[src/rtl/mc_alu_control.sv]
// Multi-cycle control sequencer driving the ALU opcode/funct interface.
// Optional BNE support is enabled by defining MC_ALU_CONTROL_BNE_EN.
module mc_alu_control #(
    parameter int unsigned DMEM_TIMEOUT  = 15,
    parameter int unsigned FETCH_TIMEOUT = 15
) (
    input  logic        clk,
    input  logic        rst_n,
    input  logic [31:0] imem_rdata,
    input  logic        imem_valid,
    output logic        imem_req,
    input  logic        dmem_ack,
    output logic        dmem_req,
    output logic        dmem_we,
    input  logic        alu_zflag,
    output logic [5:0]  alu_opcode,
    output logic [5:0]  alu_funct,
    output logic        alu_src_imm,
    output logic        rf_we,
    output logic        rf_dst_sel,
    output logic        wb_sel,
    output logic        pc_inc,
    output logic        pc_branch,
    output logic        pc_jump,
    output logic        ir_load,
    output logic        illegal,
    output logic        bus_err,
    output logic [2:0]  state_dbg
);

    typedef enum logic [2:0] {
        S_FETCH  = 3'd0,
        S_DECODE = 3'd1,
        S_EXEC   = 3'd2,
        S_MEM    = 3'd3,
        S_WB     = 3'd4,
        S_TRAP   = 3'd5
    } state_t;

    localparam logic [5:0] OP_LW   = 6'b000000;
    localparam logic [5:0] OP_ADDI = 6'b000001;
    localparam logic [5:0] OP_R    = 6'b000010;
    localparam logic [5:0] OP_BEQ  = 6'b000011;
    localparam logic [5:0] OP_SW   = 6'b000101;
    localparam logic [5:0] OP_J    = 6'b000110;
`ifdef MC_ALU_CONTROL_BNE_EN
    localparam logic [5:0] OP_BNE  = 6'b000111;
`endif

    localparam logic [5:0] ALU_MEM = 6'b000000;
    localparam logic [5:0] ALU_ADD = 6'b000001;
    localparam logic [5:0] ALU_R   = 6'b000010;
    localparam logic [5:0] ALU_BR  = 6'b000011;

    localparam logic [7:0] F_LAST = 8'(FETCH_TIMEOUT - 1);
    localparam logic [7:0] M_LAST = 8'(DMEM_TIMEOUT - 1);

    state_t      state_q;
    logic [31:0] ir_q;
    logic [7:0]  cnt_q;
    logic        illegal_q;
    logic        bus_err_q;

    logic [5:0]  op;
    logic        is_r, is_lw, is_sw, is_beq, is_bne, is_j;
    logic        dec_legal;
    logic [5:0]  dec_op;
    logic [5:0]  dec_fn;
    logic        dec_imm;
    logic        unused_ir;

    assign op     = ir_q[31:26];
    assign is_r   = (op == OP_R);
    assign is_lw  = (op == OP_LW);
    assign is_sw  = (op == OP_SW);
    assign is_beq = (op == OP_BEQ);
    assign is_j   = (op == OP_J);
`ifdef MC_ALU_CONTROL_BNE_EN
    assign is_bne = (op == OP_BNE);
`else
    assign is_bne = 1'b0;
`endif
    // Register/immediate fields are consumed by the datapath, not here.
    assign unused_ir = ^ir_q[25:6];

    // Decode IR into ALU controls; illegal encodings decode to all zeros.
    always_comb begin
        dec_legal = 1'b0;
        dec_op    = 6'd0;
        dec_fn    = 6'd0;
        dec_imm   = 1'b0;
        case (op)
            OP_R: begin
                if (ir_q[5:0] <= 6'd4) begin
                    dec_legal = 1'b1;
                    dec_op    = ALU_R;
                    dec_fn    = ir_q[5:0];
                end
            end
            OP_ADDI: begin
                dec_legal = 1'b1;
                dec_op    = ALU_ADD;
                dec_imm   = 1'b1;
            end
            OP_LW, OP_SW: begin
                dec_legal = 1'b1;
                dec_op    = ALU_MEM;
                dec_imm   = 1'b1;
            end
            OP_BEQ: begin
                dec_legal = 1'b1;
                dec_op    = ALU_BR;
            end
`ifdef MC_ALU_CONTROL_BNE_EN
            OP_BNE: begin
                dec_legal = 1'b1;
                dec_op    = ALU_BR;
            end
`endif
            OP_J: dec_legal = 1'b1;
            default: dec_legal = 1'b0;
        endcase
    end

    // Sequencer: state, IR, wait counter and sticky error flags.
    always_ff @(posedge clk) begin
        if (!rst_n) begin
            state_q   <= S_FETCH;
            ir_q      <= 32'd0;
            cnt_q     <= 8'd0;
            illegal_q <= 1'b0;
            bus_err_q <= 1'b0;
        end else begin
            case (state_q)
                S_FETCH: begin
                    if (imem_valid) begin
                        ir_q    <= imem_rdata;
                        cnt_q   <= 8'd0;
                        state_q <= S_DECODE;
                    end else if (cnt_q == F_LAST) begin
                        bus_err_q <= 1'b1;
                        cnt_q     <= 8'd0;
                        state_q   <= S_TRAP;
                    end else begin
                        cnt_q <= cnt_q + 8'd1;
                    end
                end
                S_DECODE: begin
                    if (dec_legal) begin
                        state_q <= S_EXEC;
                    end else begin
                        illegal_q <= 1'b1;
                        state_q   <= S_TRAP;
                    end
                end
                S_EXEC: begin
                    cnt_q <= 8'd0;
                    if (is_lw || is_sw) begin
                        state_q <= S_MEM;
                    end else if (is_beq || is_bne || is_j) begin
                        state_q <= S_FETCH;
                    end else begin
                        state_q <= S_WB;
                    end
                end
                S_MEM: begin
                    if (dmem_ack) begin
                        cnt_q   <= 8'd0;
                        state_q <= is_sw ? S_FETCH : S_WB;
                    end else if (cnt_q == M_LAST) begin
                        bus_err_q <= 1'b1;
                        cnt_q     <= 8'd0;
                        state_q   <= S_TRAP;
                    end else begin
                        cnt_q <= cnt_q + 8'd1;
                    end
                end
                S_WB:   state_q <= S_FETCH;
                S_TRAP: state_q <= S_TRAP;
                default: begin
                    cnt_q   <= 8'd0;
                    state_q <= S_FETCH;
                end
            endcase
        end
    end

    // Output strobes from current state, IR and the handshake inputs.
    always_comb begin
        imem_req    = 1'b0;
        ir_load     = 1'b0;
        dmem_req    = 1'b0;
        dmem_we     = 1'b0;
        alu_opcode  = 6'd0;
        alu_funct   = 6'd0;
        alu_src_imm = 1'b0;
        rf_we       = 1'b0;
        rf_dst_sel  = 1'b0;
        wb_sel      = 1'b0;
        pc_inc      = 1'b0;
        pc_branch   = 1'b0;
        pc_jump     = 1'b0;
        case (state_q)
            S_FETCH: begin
                imem_req = 1'b1;
                ir_load  = imem_valid;
            end
            S_DECODE: begin
                alu_opcode  = dec_op;
                alu_funct   = dec_fn;
                alu_src_imm = dec_imm;
            end
            S_EXEC: begin
                alu_opcode  = dec_op;
                alu_funct   = dec_fn;
                alu_src_imm = dec_imm;
                if (is_beq) begin
                    pc_branch = alu_zflag;
                    pc_inc    = !alu_zflag;
                end else if (is_bne) begin
                    pc_branch = !alu_zflag;
                    pc_inc    = alu_zflag;
                end else if (is_j) begin
                    pc_jump = 1'b1;
                end
            end
            S_MEM: begin
                alu_opcode  = dec_op;
                alu_funct   = dec_fn;
                alu_src_imm = dec_imm;
                dmem_req    = 1'b1;
                dmem_we     = is_sw;
                pc_inc      = dmem_ack && is_sw;
            end
            S_WB: begin
                alu_opcode  = dec_op;
                alu_funct   = dec_fn;
                alu_src_imm = dec_imm;
                rf_we       = 1'b1;
                pc_inc      = 1'b1;
                rf_dst_sel  = is_r;
                wb_sel      = is_lw;
            end
            default: imem_req = 1'b0;
        endcase
    end

    assign illegal   = illegal_q;
    assign bus_err   = bus_err_q;
    assign state_dbg = state_q;

endmodule

[config.mk]
export PLATFORM = sky130hd
export DESIGN_NAME = mc_alu_control
export DESIGN_NICKNAME = d
export VERILOG_FILES = /design/src/rtl/mc_alu_control.sv
export SDC_FILE = /design/constraint.sdc
export NUM_CORES = 1
export LEC_CHECK = 0
export CORE_UTILIZATION = 40
export CTS_CLUSTER_SIZE = 25
export DETAILED_ROUTE_END_ITERATION = 10
export MAX_ROUTING_LAYER = met4
export PLACE_DENSITY = 0.78
export SYNTH_ARGS = -nofsm -noshare
export SYNTH_HDL_FRONTEND = slang
export SYNTH_SLANG_ARGS = --single-unit
[constraint.sdc]
create_clock -name clk -period 3 [get_ports clk]
set_input_delay 0.3 -clock clk [delete_from_list [all_inputs] [get_ports clk]]
set_output_delay 0.3 -clock clk [all_outputs]
set_load 0.02 [all_outputs]
# Word level (Yosys, flattened, before mapping)
# Cells that the tools add are included.
[word_totals]
register_bits = 45
in_bits = 37
out_inout_bits = 28
elab_cells = 75
[op_classes]
add_sub_neg = 1
magnitude_cmp = 1
eq_ne = 13
muxes = 40
n_bitwise = 1
reduce_logical = 14
[ops]
columns = ["cell", "count"]
rows = [
  ["two-way mux 6 bit", 4],
  ["two-way mux 8 bit", 3],
  ["one-hot mux 8 bit (3 select lines)", 1],
  ["two-way mux 3 bit", 7],
  ["two-way mux 1 bit", 19],
  ["one-hot mux 6 bit (3 select lines)", 1],
  ["one-hot mux 3 bit (5 select lines)", 1],
  ["equality test 6 x 2 -> 1 bit, second input constant", 2],
  ["equality test 6 x 3 -> 1 bit, second input constant", 2],
  ["adder 8 x 1 -> 8 bit, second input constant", 1],
  ["equality test 8 x 4 -> 1 bit, second input constant", 1],
  ["equality test 3 x 2 -> 1 bit, second input constant", 2],
  ["equality test 3 bit, second input constant", 2],
  ["equality test 6 x 1 -> 1 bit, second input constant", 1],
  ["less-or-equal comparator 6 x 3 -> 1 bit, second input constant", 1],
  ["logical NOT 6 bit", 1],
  ["OR reduction 3 bit", 2],
  ["OR reduction 5 bit", 1],
  ["!= test 2 bit, second input constant", 2],
  ["one-hot mux 1 bit (2 select lines)", 2],
  ["AND reduction 2 bit", 2],
  ["OR reduction 4 bit", 1],
  ["equality test 3 x 1 -> 1 bit, second input constant", 1],
  ["logical NOT 3 bit", 1],
  ["8 further kinds", 9],
]

# Logic depth before layout (Yosys ltp)
# Gate-level depths: netlist of run 1.
[logic_depth]
word_depth = 5
depth_mapped = 7
ltp_nobuf = 5

# Worst setup path after synthesis of run 1
# OpenSTA, ideal clock, no wires.
[synth_path]
path_kind = "register to output"
start = "register state_q[0] (netlist: state_dbg[0])"
end = "output port pc_inc"
t_arrival_ns = 1.638
slack_ns = 1.062
path_stages_with_launch = 6
path_cell_list = "dfxtp_1 buf_2 and3b_1 and4_1 nand2_1 o211ai_1"
[synth_between]
elab_chain_len = 2
[synth_rtl]
columns = ["item", "line", "text"]
rows = [
  ["start, declared", "58", "state_t state_q;"],
  ["start signal, assigned", "169", "state_q <= is_sw ? S_FETCH : S_WB;"],
  ["equality test 3 bit / equality test 3 x 2 -> 1 bit (equally long branches)", "203", "case (state_q)"],
  ["one-hot mux 1 bit (3 select lines) *", "203", ""],
  ["end, declared", "22", "output logic pc_inc,"],
]
# Mark *: on every way between the ends. The rest lies on a longest branch, timed or not.

# Worst setup path after layout of run 1
[layout_path]
start = "register ir_q[28]"
end = "output port alu_funct[0]"
[layout_between]
elab_chain_len = 3
[layout_rtl]
columns = ["item", "line", "text"]
rows = [
  ["start, declared", "59", "logic [31:0] ir_q;"],
  ["start signal, assigned", "137", "ir_q <= imem_rdata;"],
  ["equality test 6 x 2 -> 1 bit", "92", "case (op)"],
  ["two-way mux 6 bit", "92", ""],
  ["two-way mux 6 bit", "203", ""],
  ["end, declared", "17", "output logic [5:0] alu_funct,"],
]
# No other way between the ends.

==> results of run 1 <==
==> kinds of logic after synthesis <==
| family | count (synthesis) |
|---|---|
| buf+inv | 23 |
| other cells | 1 |
| simple gates | 84 |
| fa+ha+maj | 2 |
| xor+xnor | 10 |
| compound gates | 31 |
| flops | 25 |
==> power by group <==
| group | switching (mW) | leakage [nW] | total, mW | internal, mW |
|---|---|---|---|---|
| clock network | 0.107 | 0.0139 | 0.158 | 0.0510 |
| logic | 0.412 | 0.444 | 0.735 | 0.322 |
| registers | 0.108 | 0.204 | 0.506 | 0.398 |
| total | 0.628 | 0.661 | 1.40 | 0.771 |
==> layer usage <==
metal,vias up,global-route usage,routed length (um)
met5,-,-,0
met1,599,0.224,1350
li1,666,-,-
met2,56,0.281,1410
met3,4,0.0248,195
met4,0,0.0667,45
==> worst max-delay path: stages (launching register included) <==
cell and delay, ns:
dfxtp_1 0.45, nor4_2 0.40, nand2_1 0.18, nor4_2 0.31, and2_1 0.18, clkdlybuf4s50_1 0.60
==> sequential cells by signal (all words and copies together), names as in the netlist <==
register and flops:
bus_err 1, illegal 1, cnt_q 8, ir_q 12, state_dbg 3
==> path summary, 6_finish.rpt <==
| check | startpoint | slack (ns) | depth (start not counted) | end |
|---|---|---|---|---|
| worst min-delay path | ir_q[5] | 0.47 | 2 | ir_q[5] |
| worst max register to register | state_dbg[2] | 1.39 | 4 | cnt_q[5] |
| worst min register to register | ir_q[5] | 0.47 | 2 | ir_q[5] |
| worst max-delay path | ir_q[28] | 0.25 | 5 | alu_funct[0] |
==> Yosys cell counts, types with 5 or more instances <==
cell type and count:
nand2_1 32, dfxtp_1 25, nor2_1 6, nand3_1 8, a21oi_1 15, buf_2 6, inv_1 5, nor3_1 13
and2_1 5, buf_4 7, xor2_1 7
==> final cells by class <==
class	count	area (um^2)
Timing Repair Buffer	38	378
Clock buffer	3	22.5
Clock inverter	1	7.51
Tap cell	46	57.6
Multi-Input combinational cell	134	833
Sequential cell	25	500
Fill cell	323	1560
Inverter	7	26.3
==> metrics by stage <==
stage	utilization	instance area (um^2)	hold slack, ns
3_3_place_gp	0.530	1800	0.446
4_1_cts	0.539	1830	0.473
2_1_floorplan	-	1450	0.417
3_5_place_dp	0.530	1800	0.453
5_1_grt	0.539	1830	0.491
6_report	0.539	1830	0.470
==> results.txt, run 1 <==
----------------------------------------------------
[Run status]
  Status ... complete, no violations

[Synth]
  Flip-flop and latch count after synthesis ... 25
  Share of async-settable or async-resettable flops after synthesis ... 0
  Post-synth cell types ... 44
  Number of enable flip-flop cells after synthesis ... 0
  Area fraction of the dominant cell type after synthesis ... 0.350
  Share of the synthesized netlist area taken by xor and xnor gates ... 0.0612
  Synth Area in Compound Gates ... 0.177
  Average instance area after synthesis ... 8.13 um^2
  Synthesized instance count ... 176
  Mux contribution to synthesized area ... 0
  Basic-gate share of the synthesized area counting and, or, nand and nor cells ... 0.309
  Largest cells by area after synthesis ... dfxtp_1, nand2_1, a21oi_1
  Dominant combinational cell family by area after synthesis ... simple AND/OR/NAND/NOR gates
  Sequential share of the synthesized area ... 0.350
  Post-Syn Area ... 1430 um^2
  Cell type with the largest total area after synthesis ... dfxtp_1
  Arithmetic-cell share of the synthesized area counting full adders, half adders and majority gates ... 0.0175
  YS warnings ... 0
  Primary flip-flop cell chosen by synthesis mapping ... dfxtp_1

[GRT]
  Pin count of the biggest net entering global routing ... 25
  Total routing resource utilization after global routing ... 0.175
  Initial antenna violation count ... 0
  Wire length of the first global-routing pass ... 4860 um
  Number of global-route vias before repair ... 1119
  Grt ovf ... 0

[Cells and area]
  Most common cell after layout, fill and taps aside ... clkdlybuf4s50_1
  Signed area change from the synthesized netlist to the final layout ... 27.5%
  Nets ... 248
  Non-filler instance count after layout ... 254
  Fraction of final layout cells with drive strength greater than 1 ... 0.0721
  Top library cells by usage in the layout, fill and taps aside ... clkdlybuf4s50_1, nand2_1, dfxtp_1
  Total inserted antenna cells ... 0

[Timing]
  Final min period ... 2.75 ns
  Post-route fraction of the period consumed by the critical path ... 0.917
  Total negative slack for setup checks ... 0 ns
  Slew Viols, Final ... 0
  Peak Freq ... 363 MHz
  Final Hold Vio Count ... 0
  Largest clock skew in the final design ... 0.0185 ns
  Transition time at the pin with the least slew margin ... 0.786 ns
  Slew HR ... 0.476
  Final setup vio count ... 0
  RSZ-0062 raised after global routing ... false
  Slack of the critical path ... 0.248 ns

[Place]
  Cell count after placement ... 250
  Setup WS pre-CTS ... 0.635 ns
  Port Buffer Count ... 37
  HPWL reported at the end of detailed placement ... 2190 um
  Global placement routability congestion ... 0.772

[Setup path]
  Critical Path AT ... 2.45 ns
  Worst path required time ... 2.70 ns
  Peak fanout along the critical path ... 10
  Critical Path Start Type ... flop
  Capturing element type of the critical path ... output port
  Critical path class ... flop to output port

[Clock network]
  Clock net sink count ... 25
  H-Tree Level Count ... 1
  Later-pin clock latency in the skew report ... 0.33 ns
  # Post-CTS Setup Buffers ... 0
  Number of resized instances in the post-cts repair step ... 0
  Count of hold-fix buffers inserted at cts ... 0
  Clock tree from TritonCTS ... built
  Longest Clk Path Bufs ... 2
  Clock-pin slew on the worst setup and hold paths ... 0.15 ns
  Number of buffers created by CTS ... 3
  Clock root buffer ... clkbuf_4

[Floorplan]
  Total Die Area ... 3820 um^2
  Number of cell rows ... 21
  Die extent in y ... 61.8 um
  Core footprint ... 3390 um^2
  Initial Utilization ... 0.422
  Floorplan die width ... 61.8 um
  I/O Pins ... 65

[Drt]
  Number of vias in the routed layout ... 1325
  Total wirelength of the detailed-routed design ... 3000 um
  Count of antenna-violating nets left after detailed routing ... 0
  Post-DR vias/cell ... 5.22
  Iteration-0 DRC Markers ... 36
  1st-pass router iterations ... 4
  DRC violations left ... 0
  Routed wirelength normalized by instance count ... 11.8 um

[Power and ir drop]
  Pwr dens ... 766 nW/um^2
  Leakage dissipation ... 0.661 nW
  Max IR drop VDD ... 0.000345 V
  Power consumption ... 1.40 mW

[Hold path]
  Classification of the worst-slack hold path ... flop to flop

[Job]
  Max Cap Violations ... 0

----------------------------------------------------
No activity file was read; power rests on OpenSTA's default activity.
==> run 2: changes to the inputs <==
--- a/config.mk
+++ b/config.mk
@@ -10,2 +10,3 @@
 export DETAILED_ROUTE_END_ITERATION = 10
+export GPL_ROUTABILITY_DRIVEN = 1
 export MAX_ROUTING_LAYER = met4
==> constraint.sdc (replaced) <==
create_clock -name clk -period 3 [get_ports clk]
set_input_delay 0.75 -clock clk [delete_from_list [all_inputs] [get_ports clk]]
set_output_delay 0.75 -clock clk [all_outputs]
set_load 0.02 [all_outputs]
==> run 2 against run 1 <==
  * Non-clock buffer count increased by 8
  * First-iteration DRC count fell by 19%
  * Die area is the same
  * Design area up 5.0%
  * Global-route usage grew 0.36 points
  * Worst hold slack got worse by 0.0018 ns
  * Register-to-register slack got worse by 0.03 ns
  * Routed wire length rose by 4.8%
  * Sequential share of layout area shrank 1.2 points
  * Combinational power increased by 15%
  * Worst setup slack lost 0.13 ns
  * Critical endpoint is now ir_load
  * Largest cell class unchanged
==> results.txt, run 2 (synthesis results as in run 1) <==
----------------------------------------------------
[GRT]
  Total routing resource utilization after global routing ... 0.179
  Wire length of the first global-routing pass ... 5000 um
  Pin count of the biggest net entering global routing ... 25
  Initial antenna violation count ... 0
  Grt ovf ... 0
  Number of global-route vias before repair ... 1145

[Place]
  HPWL reported at the end of detailed placement ... 2340 um
  Instance area after placement ... 1860 um^2
  Global placement routability congestion ... 0.856
  Setup WS pre-CTS ... 0.115 ns
  Port Buffer Count ... 37

[Timing]
  Slack of the critical path ... 0.115 ns
  Transition time at the pin with the least slew margin ... 0.811 ns
  Slew Viols, Final ... 0
  Final setup vio count ... 0
  Largest clock skew in the final design ... 0.0135 ns
  Post-route fraction of the period consumed by the critical path ... 0.962
  Final Hold Vio Count ... 0
  Peak Freq ... 347 MHz
  Total negative slack for setup checks ... 0 ns
  Slew HR ... 0.459
  RSZ-0062 raised after global routing ... true
  Final min period ... 2.89 ns

[Clock network]
  Number of buffers created by CTS ... 3
  Later-pin clock latency in the skew report ... 0.33 ns
  Count of hold-fix buffers inserted at cts ... 0
  H-Tree Level Count ... 1
  Longest Clk Path Bufs ... 2
  Clock root buffer ... clkbuf_4
  Clock tree from TritonCTS ... built
  Clock-pin slew on the worst setup and hold paths ... 0.16 ns
  Clock net sink count ... 25

[Setup path]
  Peak fanout along the critical path ... 3
  Worst R2R Start ... state_dbg[2]
  Critical Path AT ... 2.14 ns
  Capturing element type of the critical path ... output port
  Critical path origin ... imem_valid
  Critical Path Start Type ... input port
  Critical path class ... input port to output port
  Worst path required time ... 2.25 ns

[Hold path]
  Classification of the worst-slack hold path ... flop to flop
  Startpoint of the worst hold path ... ir_q[3]

[Floorplan]
  Core footprint ... 3390 um^2
  Number of cell rows ... 21
  Die extent in y ... 61.8 um
  Floorplan die width ... 61.8 um
  Total Die Area ... 3820 um^2
  Initial Utilization ... 0.422
  I/O Pins ... 65

[Cells and area]
  Number of filler instances in the final layout ... 338
  Top reg by flops ... ir_q
  Fraction of final layout cells with drive strength greater than 1 ... 0.120
  Flip-flop and latch area ... 502 um^2
  Flip-flop count of the largest register after layout ... 12
  Area of combinational cells with multiple inputs ... 862 um^2
  Signed area change from the synthesized netlist to the final layout ... 33.9%
  Total inserted antenna cells ... 0
  Final cell area excluding filler cells ... 1920 um^2
  Nets ... 256
  Top library cells by usage in the layout, fill and taps aside ... nand2_1, clkdlybuf4s50_1, dfxtp_1

[Drt]
  Total wirelength of the detailed-routed design ... 3140 um
  Post-DR vias/cell ... 5.13
  Iteration-0 DRC Markers ... 29
  Routed wirelength normalized by instance count ... 12.0 um
  DRC violations left ... 0
  Number of vias in the routed layout ... 1345
  Count of antenna-violating nets left after detailed routing ... 0
  1st-pass router iterations ... 4

[Job]
  Max Cap Violations ... 0

[Power and ir drop]
  Leakage dissipation ... 0.763 nW
  Pwr dens ... 778 nW/um^2
  Max IR drop VDD ... 0.000305 V

[Run status]
  Status ... complete, no violations

----------------------------------------------------
## run 2: changes by cell type in the layout (fill, tap and decap cells not counted), sizes merged
cell	previous run	this run
buf	1	9
clkdlybuf4s50	37	32
dlygate4sd2	0	3
dlymetal6s2s	0	2
## run 2: path summary, 6_finish.rpt
| check | endpoint | slack [ns] | cells past startpoint |
|---|---|---|---|
| setup reg to reg | cnt_q[2] | 1.36 | 4 |
| hold reg to reg | ir_q[3] | 0.47 | 2 |
| setup / recovery | ir_load | 0.11 | 4 |
| hold / removal | ir_q[3] | 0.47 | 2 |
## run 2: critical path, stage by stage
cell             delay (ns)
clkdlybuf4s50_1        0.56
nand2_1                0.15
inv_2                  0.08
clkdlybuf4s50_1        0.59
## run 2: per-stage QoR
stage,hold WS (ns),std cells,utilization,total power [mW]
after floorplan,0.436,182,-,1.03
after global placement,0.447,258,0.547,1.30
after detailed placement,0.451,258,0.547,1.31
after CTS,0.472,262,0.560,1.49
after global routing,0.496,262,0.566,1.60
final,0.468,262,0.566,1.49
## run 2: per-layer routing
metal | vias up | wire length, um | GRT usage
li1 | 686 | - | -
met4 | 0 | 35 | 0.0603
met5 | - | 0 | -
met1 | 619 | 1570 | 0.240
met2 | 36 | 1430 | 0.281
met3 | 4 | 111 | 0.0186
## run 2: repair_timing
action                                  CTS  global route
resized for setup                         6             4
setup buffers                             0             0
endpoints found under the setup margin    3             4
## run 2: layout make-up
type / instances / area share
Sequential cell: 25 / 0.262
Inverter: 7 / 0.0137
Timing Repair Buffer: 46 / 0.229
Multi-Input combinational cell: 134 / 0.450
Clock buffer: 3 / 0.0117
Clock inverter: 1 / 0.00392
Tap cell: 46 / 0.0300
## run 2: where the power goes
part           switching (mW)  total [mW]  internal [mW]
Sequential             0.0905       0.489          0.399
Clock                   0.108       0.159         0.0509
Combinational           0.457       0.842          0.385
==> run 3: changes to the inputs <==
Settings changed: CORE_UTILIZATION 40 to 44, CTS_BUF_LIST set to sky130_fd_sc_hd__clkbuf_16, PLACE_DENSITY 0.78 to 0.84.
==> run 3 against run 2 <==
  * Maximum frequency up 1.5%
  * Flip-flop and latch count unchanged
  * Clock power up 81%
  * Sequential power down 4%
  * Combinational power up 2%
  * First-iteration DRC count up 21%
  * Worst hold slack worse by 0.017 ns
  * Non-clock buffer count unchanged
  * Register-to-register slack about the same
  * Critical path depth unchanged
  * Design area up 2.0%
  * Largest power group unchanged
  * Highest routed layer unchanged
==> results.txt, run 3 (synthesis results as in run 1) <==
----------------------------------------------------
[Place]
  Instance area after placement ... 1850 um^2
  HPWL reported at the end of detailed placement ... 2410 um
  Global placement routability congestion ... 0.874
  Setup WS pre-CTS ... 0.147 ns
  Port Buffer Count ... 37

[Clock network]
  Number of resized instances in the post-cts repair step ... 1
  Clock net sink count ... 25
  # Post-CTS Setup Buffers ... 0
  Clock tree from TritonCTS ... built
  Clock-pin slew on the worst setup and hold paths ... 0.06 ns
  Longest Clk Path Bufs ... 2
  Clock root buffer ... clkbuf_16
  Count of hold-fix buffers inserted at cts ... 0
  H-Tree Level Count ... 1
  Later-pin clock latency in the skew report ... 0.26 ns
  Number of buffers created by CTS ... 3

[Setup path]
  Cell mode on critical path ... clkdlybuf4s50_1
  Buffers & Inverters on Critical Path ... 3
  Critical path class ... input port to output port
  Capturing element type of the critical path ... output port
  Largest stage delay, worst path ... 0.59 ns
  Cell with the biggest individual delay on the critical path ... clkdlybuf4s50_1
  Crit path cell chain ... clkdlybuf4s50_1 > nand2_1 > inv_2 > clkdlybuf4s50_1
  Dominant delay contributor by cell family on the critical path ... buffers and inverters
  Peak fanout along the critical path ... 3
  Critical Path Start Type ... input port
  Worst path required time ... 2.25 ns
  Critical Path AT ... 2.09 ns

[Timing]
  Final min period ... 2.84 ns
  Slew HR ... 0.474
  Slew Viols, Final ... 0
  RSZ-0062 raised after global routing ... false
  Largest clock skew in the final design ... 0.00218 ns
  Slack of the critical path ... 0.156 ns
  Final setup vio count ... 0
  Post-route fraction of the period consumed by the critical path ... 0.948
  Final Hold Vio Count ... 0
  Transition time at the pin with the least slew margin ... 0.788 ns
  Total negative slack for setup checks ... 0 ns
  Worst Hold Margin ... 0.451 ns
  Peak Freq ... 352 MHz

[Floorplan]
  Die extent in y ... 59.0 um
  Total Die Area ... 3490 um^2
  Number of cell rows ... 20
  Floorplan die width ... 59.0 um
  I/O Pins ... 65
  Core footprint ... 3080 um^2
  Initial Utilization ... 0.465

[Job]
  Max Cap Violations ... 0

[Cells and area]
  Total inserted antenna cells ... 0
  Signed area change from the synthesized netlist to the final layout ... 36.5%
  Fraction of final layout cells with drive strength greater than 1 ... 0.106
  Top reg by flops ... ir_q
  Flip-flop count of the largest register after layout ... 12
  Nets ... 256
  Top library cells by usage in the layout, fill and taps aside ... clkdlybuf4s50_1, nand2_1, dfxtp_1
  Final cell area excluding filler cells ... 1950 um^2
  Most common cell after layout, fill and taps aside ... clkdlybuf4s50_1
  Utilization after layout ... 0.635

[GRT]
  Initial antenna violation count ... 0
  Number of global-route vias before repair ... 1191
  Grt ovf ... 0
  Wire length of the first global-routing pass ... 4940 um
  Pin count of the biggest net entering global routing ... 25
  Total routing resource utilization after global routing ... 0.194

[Power and ir drop]
  Switching power of the nets ... 0.656 mW
  Relative contribution of sequential cells to total power ... 0.292
  Pwr dens ... 826 nW/um^2
  Leakage dissipation ... 0.793 nW
  Portion of total power attributed to combinational logic ... 0.531
  Max IR drop VDD ... 0.000377 V
  Clock network power share ... 0.178
  Switching power as a share of total power ... 0.406
  Internal Power ... 0.959 mW

[Drt]
  1st-pass router iterations ... 5
  Number of vias in the routed layout ... 1348
  Iteration-0 DRC Markers ... 35
  Routed wirelength normalized by instance count ... 12.1 um
  Post-DR vias/cell ... 5.18
  DRC violations left ... 0
  Total wirelength of the detailed-routed design ... 3140 um
  Count of antenna-violating nets left after detailed routing ... 0

[Hold path]
  Classification of the worst-slack hold path ... flop to flop

[Run status]
  Status ... complete, no violations

----------------------------------------------------
==> run 3: cell types whose count changed in the layout (fill, tap and decap cells not counted), sizes merged <==
cell	previous run	this run
inv	7	8
dlygate4sd2	3	0
clkinvlp	1	0
dlymetal6s2s	2	3
clkdlybuf4s50	32	34
==> run 3: worst paths after layout <==
path / from / to / slack, ns / cells past startpoint
max reg2reg: state_dbg[2] / cnt_q[5] / 1.37 / 4
min: illegal / illegal / 0.45 / 2
max: imem_valid / ir_load / 0.16 / 4
min reg2reg: illegal / illegal / 0.45 / 2
==> run 3: metrics by stage <==
step | total power [mW] | instances
after floorplan | 1.03 | 182
after global placement | 1.30 | 256
after detailed placement | 1.32 | 256
after CTS | 1.61 | 260
after global routing | 1.72 | 260
final | 1.61 | 260
==> run 3: power by group through the flow <==
stage | Combinational, mW | Sequential, mW | Clock (mW)
after global placement | 0.832 | 0.468 | 0
after global routing | 0.929 | 0.482 | 0.306
final | 0.857 | 0.471 | 0.287
after detailed placement | 0.848 | 0.472 | 0
after CTS | 0.856 | 0.468 | 0.291
after floorplan | 0.557 | 0.475 | 0
==> run 3: worst reg2reg max path: cells and delay by family, from the launching register on <==
family	cells	cell delay, ns
compound gates	2	0.81
flops	1	0.37
buf+inv	1	0.19
simple gates	1	0.11
==> run 3: area by class of cell <==
| cell class | instances | area (um^2) |
|---|---|---|
| clock buffers | 3 | 75.1 |
| fillers | 275 | 1120 |
| repair buffers | 46 | 445 |
| clock inverters | 1 | 3.75 |
| flip-flops and latches | 25 | 500 |
| inverters | 7 | 26.3 |
| multi-input cells | 134 | 848 |
| well taps | 44 | 55.1 |
==> run 3: metal layers <==
layer  track usage  part of all wire
met2         0.331              0.47
met4        0.0714             0.016
met1         0.229              0.46
met5             -                 0
met3        0.0328             0.050
